File: src/rtl/elevator_request_queue.sv
// Elevator call queue: latches floor-button presses and picks the next target floor
// using a sweep (up/down) policy, handing w/req_valid to the elevator FSM.
module elevator_request_queue (
    input  logic       clk,
    input  logic       clr_,
    input  logic [3:0] req_btn,
    input  logic [2:0] cur_floor,
    input  logic       arrived,
    output logic [2:0] w,
    output logic       req_valid,
    output logic       dir_up,
    output logic [3:0] pending,
    output logic [1:0] state_dbg
);

    // Handshake: req_valid qualifies w; there is no ready. The elevator FSM consumes
    // w while req_valid is high and reports completion with a one-cycle arrived pulse.

    typedef enum logic [1:0] {
        IDLE       = 2'd0,
        SERVE_UP   = 2'd1,
        SERVE_DOWN = 2'd2
    } state_t;

    state_t     state;
    logic [3:0] btn_q;

    logic [1:0] cur_idx;
    logic [2:0] cur_code;
    logic [3:0] cur_oh;
    logic [3:0] btn_edge;
    logic [3:0] clr_mask;
    logic [3:0] pending_nxt;
    logic [3:0] ge_mask;
    logic [3:0] le_mask;
    logic [3:0] up_cand;
    logic [3:0] dn_cand;
    logic [1:0] up_idx;
    logic [1:0] dn_idx;
    logic       cur_pending;
    logic       near_up;

    function automatic logic [1:0] low_idx(input logic [3:0] v);
        logic [1:0] r;
        casez (v)
            4'b???1: r = 2'd0;
            4'b??10: r = 2'd1;
            4'b?100: r = 2'd2;
            default: r = 2'd3;
        endcase
        return r;
    endfunction

    function automatic logic [1:0] high_idx(input logic [3:0] v);
        logic [1:0] r;
        casez (v)
            4'b1???: r = 2'd3;
            4'b01??: r = 2'd2;
            4'b001?: r = 2'd1;
            default: r = 2'd0;
        endcase
        return r;
    endfunction

    function automatic logic [2:0] idx_to_code(input logic [1:0] idx);
        return {1'b0, idx} + 3'd1;
    endfunction

    // Out-of-range floor codes are folded onto the ground floor.
    always_comb begin
        cur_idx = 2'd0;
        case (cur_floor)
            3'd2:    cur_idx = 2'd1;
            3'd3:    cur_idx = 2'd2;
            3'd4:    cur_idx = 2'd3;
            default: cur_idx = 2'd0;
        endcase
    end

    assign cur_code    = idx_to_code(cur_idx);
    assign cur_oh      = 4'b0001 << cur_idx;
    assign btn_edge    = req_btn & ~btn_q;
    assign clr_mask    = arrived ? cur_oh : 4'b0000;
    assign pending_nxt = (pending | btn_edge) & ~clr_mask;

    assign ge_mask     = 4'b1111 << cur_idx;
    assign le_mask     = 4'b1111 >> (2'd3 - cur_idx);
    assign up_cand     = pending & ge_mask;
    assign dn_cand     = pending & le_mask;
    assign up_idx      = low_idx(up_cand);
    assign dn_idx      = high_idx(dn_cand);
    assign cur_pending = |(pending & cur_oh);

    // Only used from IDLE when the current floor is not pending, so up_idx > cur_idx
    // and dn_idx < cur_idx; a distance tie goes to the upper floor.
    assign near_up = (|up_cand) &&
                     (!(|dn_cand) || ((up_idx - cur_idx) <= (cur_idx - dn_idx)));

    assign state_dbg = state;

    always_ff @(posedge clk or negedge clr_) begin
        if (!clr_) begin
            state     <= IDLE;
            btn_q     <= 4'b0000;
            pending   <= 4'b0000;
            dir_up    <= 1'b1;
            w         <= 3'd1;
            req_valid <= 1'b0;
        end else begin
            btn_q   <= req_btn;
            pending <= pending_nxt;

            if (pending == 4'b0000) begin
                state     <= IDLE;
                w         <= cur_code;
                req_valid <= 1'b0;
            end else begin
                req_valid <= 1'b1;
                case (state)
                    IDLE: begin
                        if (cur_pending) begin
                            state <= dir_up ? SERVE_UP : SERVE_DOWN;
                            w     <= cur_code;
                        end else if (near_up) begin
                            state  <= SERVE_UP;
                            dir_up <= 1'b1;
                            w      <= idx_to_code(up_idx);
                        end else begin
                            state  <= SERVE_DOWN;
                            dir_up <= 1'b0;
                            w      <= idx_to_code(dn_idx);
                        end
                    end
                    SERVE_UP: begin
                        if (|up_cand) begin
                            w <= idx_to_code(up_idx);
                        end else begin
                            state  <= SERVE_DOWN;
                            dir_up <= 1'b0;
                            w      <= idx_to_code(dn_idx);
                        end
                    end
                    SERVE_DOWN: begin
                        if (|dn_cand) begin
                            w <= idx_to_code(dn_idx);
                        end else begin
                            state  <= SERVE_UP;
                            dir_up <= 1'b1;
                            w      <= idx_to_code(up_idx);
                        end
                    end
                    default: begin
                        state <= IDLE;
                        w     <= cur_code;
                    end
                endcase
            end
        end
    end

endmodule
File: config.mk
export PLATFORM = sky130hd
export DESIGN_NAME = elevator_request_queue
export DESIGN_NICKNAME = d
export VERILOG_FILES = /design/src/rtl/elevator_request_queue.sv
export SDC_FILE = /design/constraint.sdc
export NUM_CORES = 1
export LEC_CHECK = 0
export CORE_MARGIN = 4
export CORE_UTILIZATION = 53
export CTS_BUF_LIST = sky130_fd_sc_hd__clkbuf_4 sky130_fd_sc_hd__clkbuf_8 sky130_fd_sc_hd__clkbuf_16
export CTS_CLUSTER_DIAMETER = 200
export CTS_CLUSTER_SIZE = 16
export DETAILED_ROUTE_END_ITERATION = 8
export PLACE_DENSITY = 0.8
export SLEW_MARGIN = 25
export SYNTH_ARGS = -nofsm -noshare
export SYNTH_HDL_FRONTEND = slang
export SYNTH_SLANG_ARGS = --single-unit
File: constraint.sdc
create_clock -name clk -period 4.3 [get_ports clk]
set_clock_uncertainty 0.15 [all_clocks]
set_input_delay 0.43 -clock clk [delete_from_list [all_inputs] [get_ports clk]]
set_output_delay 0.43 -clock clk [all_outputs]
set_load 0.02 [all_outputs]
==> summary.md <==
| Metric | Value |
|---|---|
| Status | completed |
| Max Clk Rate | 0.250 GHz |
| Remaining number of nets flagged by the antenna check after routing | 0 |
| Top-area cell type share of the netlist area | 25.7% |
| Crit path launch | cur_floor[1] |
| Sequential cell area fraction in the yosys report | 29.9% |
| Final total negative setup slack | 0 ns |
| Path type of the worst min-delay path | in2async |
| Mean instance size in the synthesized netlist | 8.90 sq um |
| Horiz. Die Dim | 56.8 um |
| Wirelength per Cell | 16.2 um |
| CP Data Arrival Time | 4.04 ns |
| Number of input and output port buffers inserted | 20 |
| Cell breakdown of the critical path | clkdlybuf4s50_1 -> nand2b_1 -> a21oi_1 -> inv_1 -> buf_4 -> ha_1 -> and2_1 -> nor2_1 -> nand2_1 -> o21ai_0 -> nand2_1 -> o221ai_1 -> ha_1 -> nor2b_1 -> a2bb2oi_1 -> o31ai_1 -> a31oi_1 -> buf_4 -> o41ai_1 |
| Post-CTS Hold Fix Bufs | 0 |
| Ant diodes | 0 |
| Element type at the critical path start | input port |
| Vias in the first global route | 1175 |
| Vias/cell | 5.98 |
| Final wirelength | 3.21 mm |
| CORE AREA | 2230 sq um |
| Number of top-level pins | 21 |
| Netlist area before placement | 1260 sq um |
| Standard-cell rows | 17 |
| Remaining Overflow, GRT | 0 |
| Most frequent cells after synthesis | sky130_fd_sc_hd__a21oi_1, sky130_fd_sc_hd__inv_1, sky130_fd_sc_hd__ha_1 |
| Syn_nets | 167 |
| Total number of clock tree sinks | 15 |
| Nature of the critical path endpoint | flop |
| Slew at the pin closest to its max-slew limit | 0.649 ns |
| Maximum VDD drop | 0.000464 V |
| Die outline height | 56.8 um |
| Post-layout min period | 4.00 ns |
| Most used DFF post-synth | sky130_fd_sc_hd__dfrtp_1 |
| Power per standard cell area | 508 nW/um^2 |
| Post-route cell area | 1580 sq um |
| Final count of hold timing violations | 0 |
| Library cell occupying the most area in the post-synthesis netlist | sky130_fd_sc_hd__dfrtp_1 |
| 1st-pass router iterations | 4 |
| Number of clock buffers inserted by TritonCTS | 3 |
| Dominant cells by area after synthesis | sky130_fd_sc_hd__dfrtp_1, sky130_fd_sc_hd__ha_1, sky130_fd_sc_hd__a21oi_1 |
| Period utilisation layout | 93.0% |
| Clock tree from TritonCTS | yes |
| Launching point of the worst reg2reg path | pending[2]$_DFF_PN0_ |
| Fin. max-slew vios | 0 |
| P_leak | 0.700 nW |
| Number of warnings reported in the yosys synthesis log | 0 |
| Layout Utilization | 70.7% |
| Number of enable-type register cells in the synthesized netlist | 0 |
| Post-detailed-placement half-perimeter wirelength | 2.54 mm |
| Headroom to the max-slew limit | 56.4% |
| Count of vias placed by the detailed router | 1190 |
| Total placed instance area | 1530 sq um |
| Number of H-tree levels | 1 |
| Synthesis-stage register bit count | 15 |
| Final-report setup violation count | 0 |
| DRC violation total after the first TritonRoute iteration | 43 |
| Cell family contributing the most delay on the critical path | compound AO/OA/AOI/OAI gates |
| Worst EP required | 4.34 ns |
| Clock Path Buffers | 2 |
| Clock slew seen by the registers of the worst setup and hold paths | 0.10 ns |
| Gpl congestion | 0.891 |
| Number of distinct library cells after synthesis | 41 |
| Largest net degree at the start of global routing | 16 |
| Initial cell density of the core | 56.6% |
| Total GRT Usage | 21.6% |
| Wire length of the first global-routing pass | 5.52 mm |
| Number of placed cells counting well taps | 194 |
| WS Path Type | in2reg |
| Slowest cell on the critical path | sky130_fd_sc_hd__clkdlybuf4s50_1 |
| Layout net count | 197 |
| Max_cap viols | 0 |
| Clock insertion delay at the later pin of the skew report | 0.30 ns |
| FFs w/ async S/R, synth | 100% |
| Fraction of final layout cells with drive strength greater than 1 | 12.9% |
| Synthesis-to-finish area growth | 25.0% |
| Number of cells in the finished layout apart from fillers | 199 |
| Post-detailed-route DRC marker count | 0 |
| Count leader, synth | sky130_fd_sc_hd__a21oi_1 |
| Slowest stage delay, CP | 0.54 ns |
| CP bufs+invs | 4 |
| Post-synthesis instance total | 142 |
| Die area | 3230 sq um |
| Antenna violations before repair | 0 |
| Crit path max fanout | 9 |
| Buffer cell driving the clock tree root | sky130_fd_sc_hd__clkbuf_4 |
[what timing repair did]
item,4_1_cts,5_1_grt
buffers inserted,0,1
hold endpoints to repair,0,0
resized for setup,0,1
endpoints found under the setup margin,0,1
[worst paths after layout]
kind	slack, ns	to	cells after the start
max in group asynchronous	3.20	btn_q[2]$_DFF_PN0_	1
hold reg to reg	0.43	pending[2]$_DFF_PN0_	3
hold / removal	0.37	state_dbg[1]$_DFFE_PN0P_	1
setup / recovery	0.30	state_dbg[0]$_DFFE_PN0P_	19
setup reg to reg	0.99	state_dbg[0]$_DFFE_PN0P_	13
min in group clk	0.43	pending[2]$_DFF_PN0_	3
[power breakdown]
| part | switching, mW | leakage [nW] | total [mW] | internal [mW] |
|---|---|---|---|---|
| sequential | 0.0400 | 0.170 | 0.223 | 0.183 |
| combinational | 0.256 | 0.512 | 0.493 | 0.237 |
| clock | 0.0507 | 0.0177 | 0.0854 | 0.0347 |
| total | 0.347 | 0.700 | 0.802 | 0.455 |
[area by class of cell]
class	count	area (sq um)
Inverter	16	60.1
Clock inverter	1	5.00
Multi-Input combinational cell	110	833
Fill cell	174	654
Tap cell	28	35.0
Clock buffer	3	22.5
Sequential cell	15	378
Timing Repair Buffer	26	245
[cells in the final DEF (no fill, tap or decap), drive strengths merged, types with 2 or more instances in the layout]
master and n:
clkdlybuf4s50 20, a21oi 17, inv 16, ha 15, dfrtp 13, nor2 10, nand2 9, buf 6
nand2b 4, and2 4, o21ai 4, nor3 4, or3 4, o22ai 3, o31ai 3, mux2i 3
clkbuf 3, xnor2 2, nor2b 2, o221ai 2, nor4 2, a2bb2oi 2, a32oi 2, dfstp 2
mux2 2
[layer usage]
metal,vias to the layer above,global-route usage [%],wire (um)
met5,-,0,0
met4,0,7.62,46
met3,5,3.45,210
met2,55,34.0,1490
met1,555,29.8,1470
li1,575,-,-
[state kept, by name, summed over array words and instances (netlist names)]
register,count
dir_up,1
req_valid,1
btn_q,4
pending,4
w,3
state_dbg,2
[per-stage QoR]
step           hold slack (ns)  power, mW  setup slack, ns
2_1_floorplan          -0.0156      0.551            0.373
3_3_place_gp             0.396      0.691            0.197
3_5_place_dp             0.415      0.703           0.0266
4_1_cts                  0.385      0.790            0.331
5_1_grt                  0.404      0.864         -0.00181
6_report                 0.369      0.802            0.300
[kinds of logic (layout without fill, tap and decap cells)]
logic type               after synthesis  after routing  synth area share (%)
AND/OR/NAND/NOR                       45             45                  19.8
AO/OA/AOI/OAI                         43             43                  24.8
buffers and inverters                 17             46                  5.15
adder cells (fa/ha/maj)               15             15                  14.9
flip-flops                            15             15                  29.9
multiplexers                           5              5                  4.16
XOR/XNOR                               2              2                  1.39
Note: power is estimated with default switching activity, not from simulation.
==> RTL change (config.mk and constraints unchanged) <==
Take the reset off `pending` and load it in a clocked block of its own.
--- a/src/rtl/elevator_request_queue.sv
+++ b/src/rtl/elevator_request_queue.sv
@@ -104,3 +104,2 @@
             btn_q     <= 4'b0000;
-            pending   <= 4'b0000;
             dir_up    <= 1'b1;
@@ -110,3 +109,2 @@
             btn_q   <= req_btn;
-            pending <= pending_nxt;
 
@@ -160,2 +158,6 @@
 
+    always_ff @(posedge clk) begin
+        pending <= pending_nxt;
+    end
+
 endmodule
Function: changed (a bounded check fails within 4 cycles, from zero or initial values; the reset may be asserted at any time).
==> RTL change against the unedited design <==
Largest cell class unchanged. Setup slack got worse by 0.044 ns. Area after synthesis decreased by 1.6%. Critical endpoint is now dir_up. Critical path depth decreased by 2. Power is 0.92% lower. Highest routed layer unchanged. Fmax is 1.1% lower. Wire length down 4.2%. Final cell count decreased by 0.50%. Final area fell by 1.6%. Sequential cell count unchanged. Via count decreased by 0.17%.
==> RTL change: results (changes against the unedited design) <==
Layout cells sized above 1: 12.35% (-0.51 points)
Drt initial violations: 56 (+30%)
Leakage: 0.6863 nW (-1.9%)
Slowest CP cell: clkdlybuf4s50_1
Clk_lat worst skew: 0.27 ns (-0.03 ns)
Sequential share of the synthesized area: 28.77% (-1.1 points)
Layout fillers: 181 (+4.0%)
Synth unique cells: 42 (+2.4%)
Crit share post-route: 94.05% (+1.0 points)
Flop2flop setup slack: 0.93 ns (-0.06 ns)
Worst hold slack: 0.3272 ns (-0.04169 ns)
Cell family with most CP delay: simple AND/OR/NAND/NOR gates
Outcome: finished, final reports clean
Area after DPL: 1511 sq um (-1.3%)
ANT cells: 0 (unchanged)
Synth Area in Adders: 15.09% (+0.24 points)
Area contributors post-synth: dfrtp_1 18%, ha_1 15%, a21oi_1 6.8%
Cell Pwr Density: 511.1 nW/um^2 (+0.67%)
Largest stage delay on the critical path: 0.55 ns
Worst slew margin: 37.41% (-19 points)
VDD IR max: 0.4607 mV (-0.61%)
Worst hold path type: in2async
Vias per inst: 6.000 (+0.34%)
Post-synthesis xor/xnor area fraction: 1.408% (+0.022 points)
CP Data Arrival Time: 4.09 ns (+0.05 ns)
Most frequent cells after synthesis: 17 x a21oi_1, 16 x inv_1, 15 x ha_1
Ys async rst share: 73.33% (-27 points)
Number of global-route vias before repair: 1,149 (-2.2%)
Biggest registers after layout: btn_q: 4 flops, pending: 4 flops, w: 3 flops
Reg-to-Reg End: dir_up
R2r startpoint: pending[2]
Mux cell area share after synthesis: 4.225% (+0.067 points)
DP HPWL: 2493 um (-1.7%)
First-pass GRT wire length: 5057 um (-8.4%)
# H-tree levels: 1 (unchanged)
Post-synthesis compound-gate area fraction: 25.15% (+0.40 points)
Wire per inst: 15.55 um (-3.7%)
Largest net degree at the start of global routing: 12 (-4)
Pre-CTS WS: 0.03139 ns (+0.004777 ns)
Nets: 196 (-0.51%)
Placer Congestion: 0.8852 (-0.70%)
CTS clk-pin slew, worst paths: 0.08 ns (-0.02 ns)
Tot GR Track Use: 19.17% (-2.4 points)
[RTL change: changes by cell type in the layout (fill, tap and decap cells not counted), sizes merged]
cell	change
buf	-1
clkbuf	+1
clkinv	-1
dfrtp	-4
dfxtp	+4
[RTL change: power by group]
part	switching, mW	internal [mW]	leakage [nW]
clock	0.0405	0.0421	0.0184
combinational	0.257	0.234	0.507
sequential	0.0379	0.183	0.161
total	0.335	0.459	0.686
[RTL change: worst max path at each step]
stage	to	startpoint	cells after the start
final	dir_up	cur_floor[1]	17
after global routing	dir_up	cur_floor[2]	17
after CTS	dir_up	cur_floor[2]	17
after detailed placement	dir_up	cur_floor[2]	17
after global placement	dir_up	cur_floor[2]	17
after floorplan	dir_up	cur_floor[1]	17
[RTL change: worst reg2reg max path, delay by kind of cell, from the launching register on]
kind | cells | cell delay [ns]
AND/OR/NAND/NOR | 5 | 1.11
adder cells (fa/ha/maj) | 2 | 0.49
flip-flops | 1 | 0.47
buffers and inverters | 1 | 0.08
XOR/XNOR | 1 | 0.13
AO/OA/AOI/OAI | 2 | 0.33
multiplexers | 2 | 0.55
[RTL change: area by class of cell]
| cell class | count | share of cell area (%) |
|---|---|---|
| sequential | 15 | 23.03 |
| tap | 28 | 2.254 |
| inverter | 16 | 3.865 |
| clock buffer | 4 | 1.932 |
| timing repair buffer | 25 | 15.30 |
| multi-input combinational | 110 | 53.62 |
[RTL change: logic make-up (layout without fill, tap and decap cells)]
logic type	Yosys count	in the layout
XOR/XNOR	2	2
adder cells (fa/ha/maj)	15	15
multiplexers	5	5
AND/OR/NAND/NOR	45	45
AO/OA/AOI/OAI	43	43
flip-flops	15	15
buffers and inverters	17	45
[RTL change: layer usage]
metal  track usage [%]  wire length (um)
met1             24.40              1294
met2             33.50              1489
met3             4.828               279
met4             2.034                15
met5                 0                 0
[RTL change: metrics by stage]
stage          TNS [ns]  total power, mW  std cells
6_report              0           0.7943        198
5_1_grt        -0.01017           0.8530        198
4_1_cts               0           0.7882        198
3_5_place_dp          0           0.7030        194
3_3_place_gp          0           0.6891        194
2_1_floorplan         0           0.5512        142
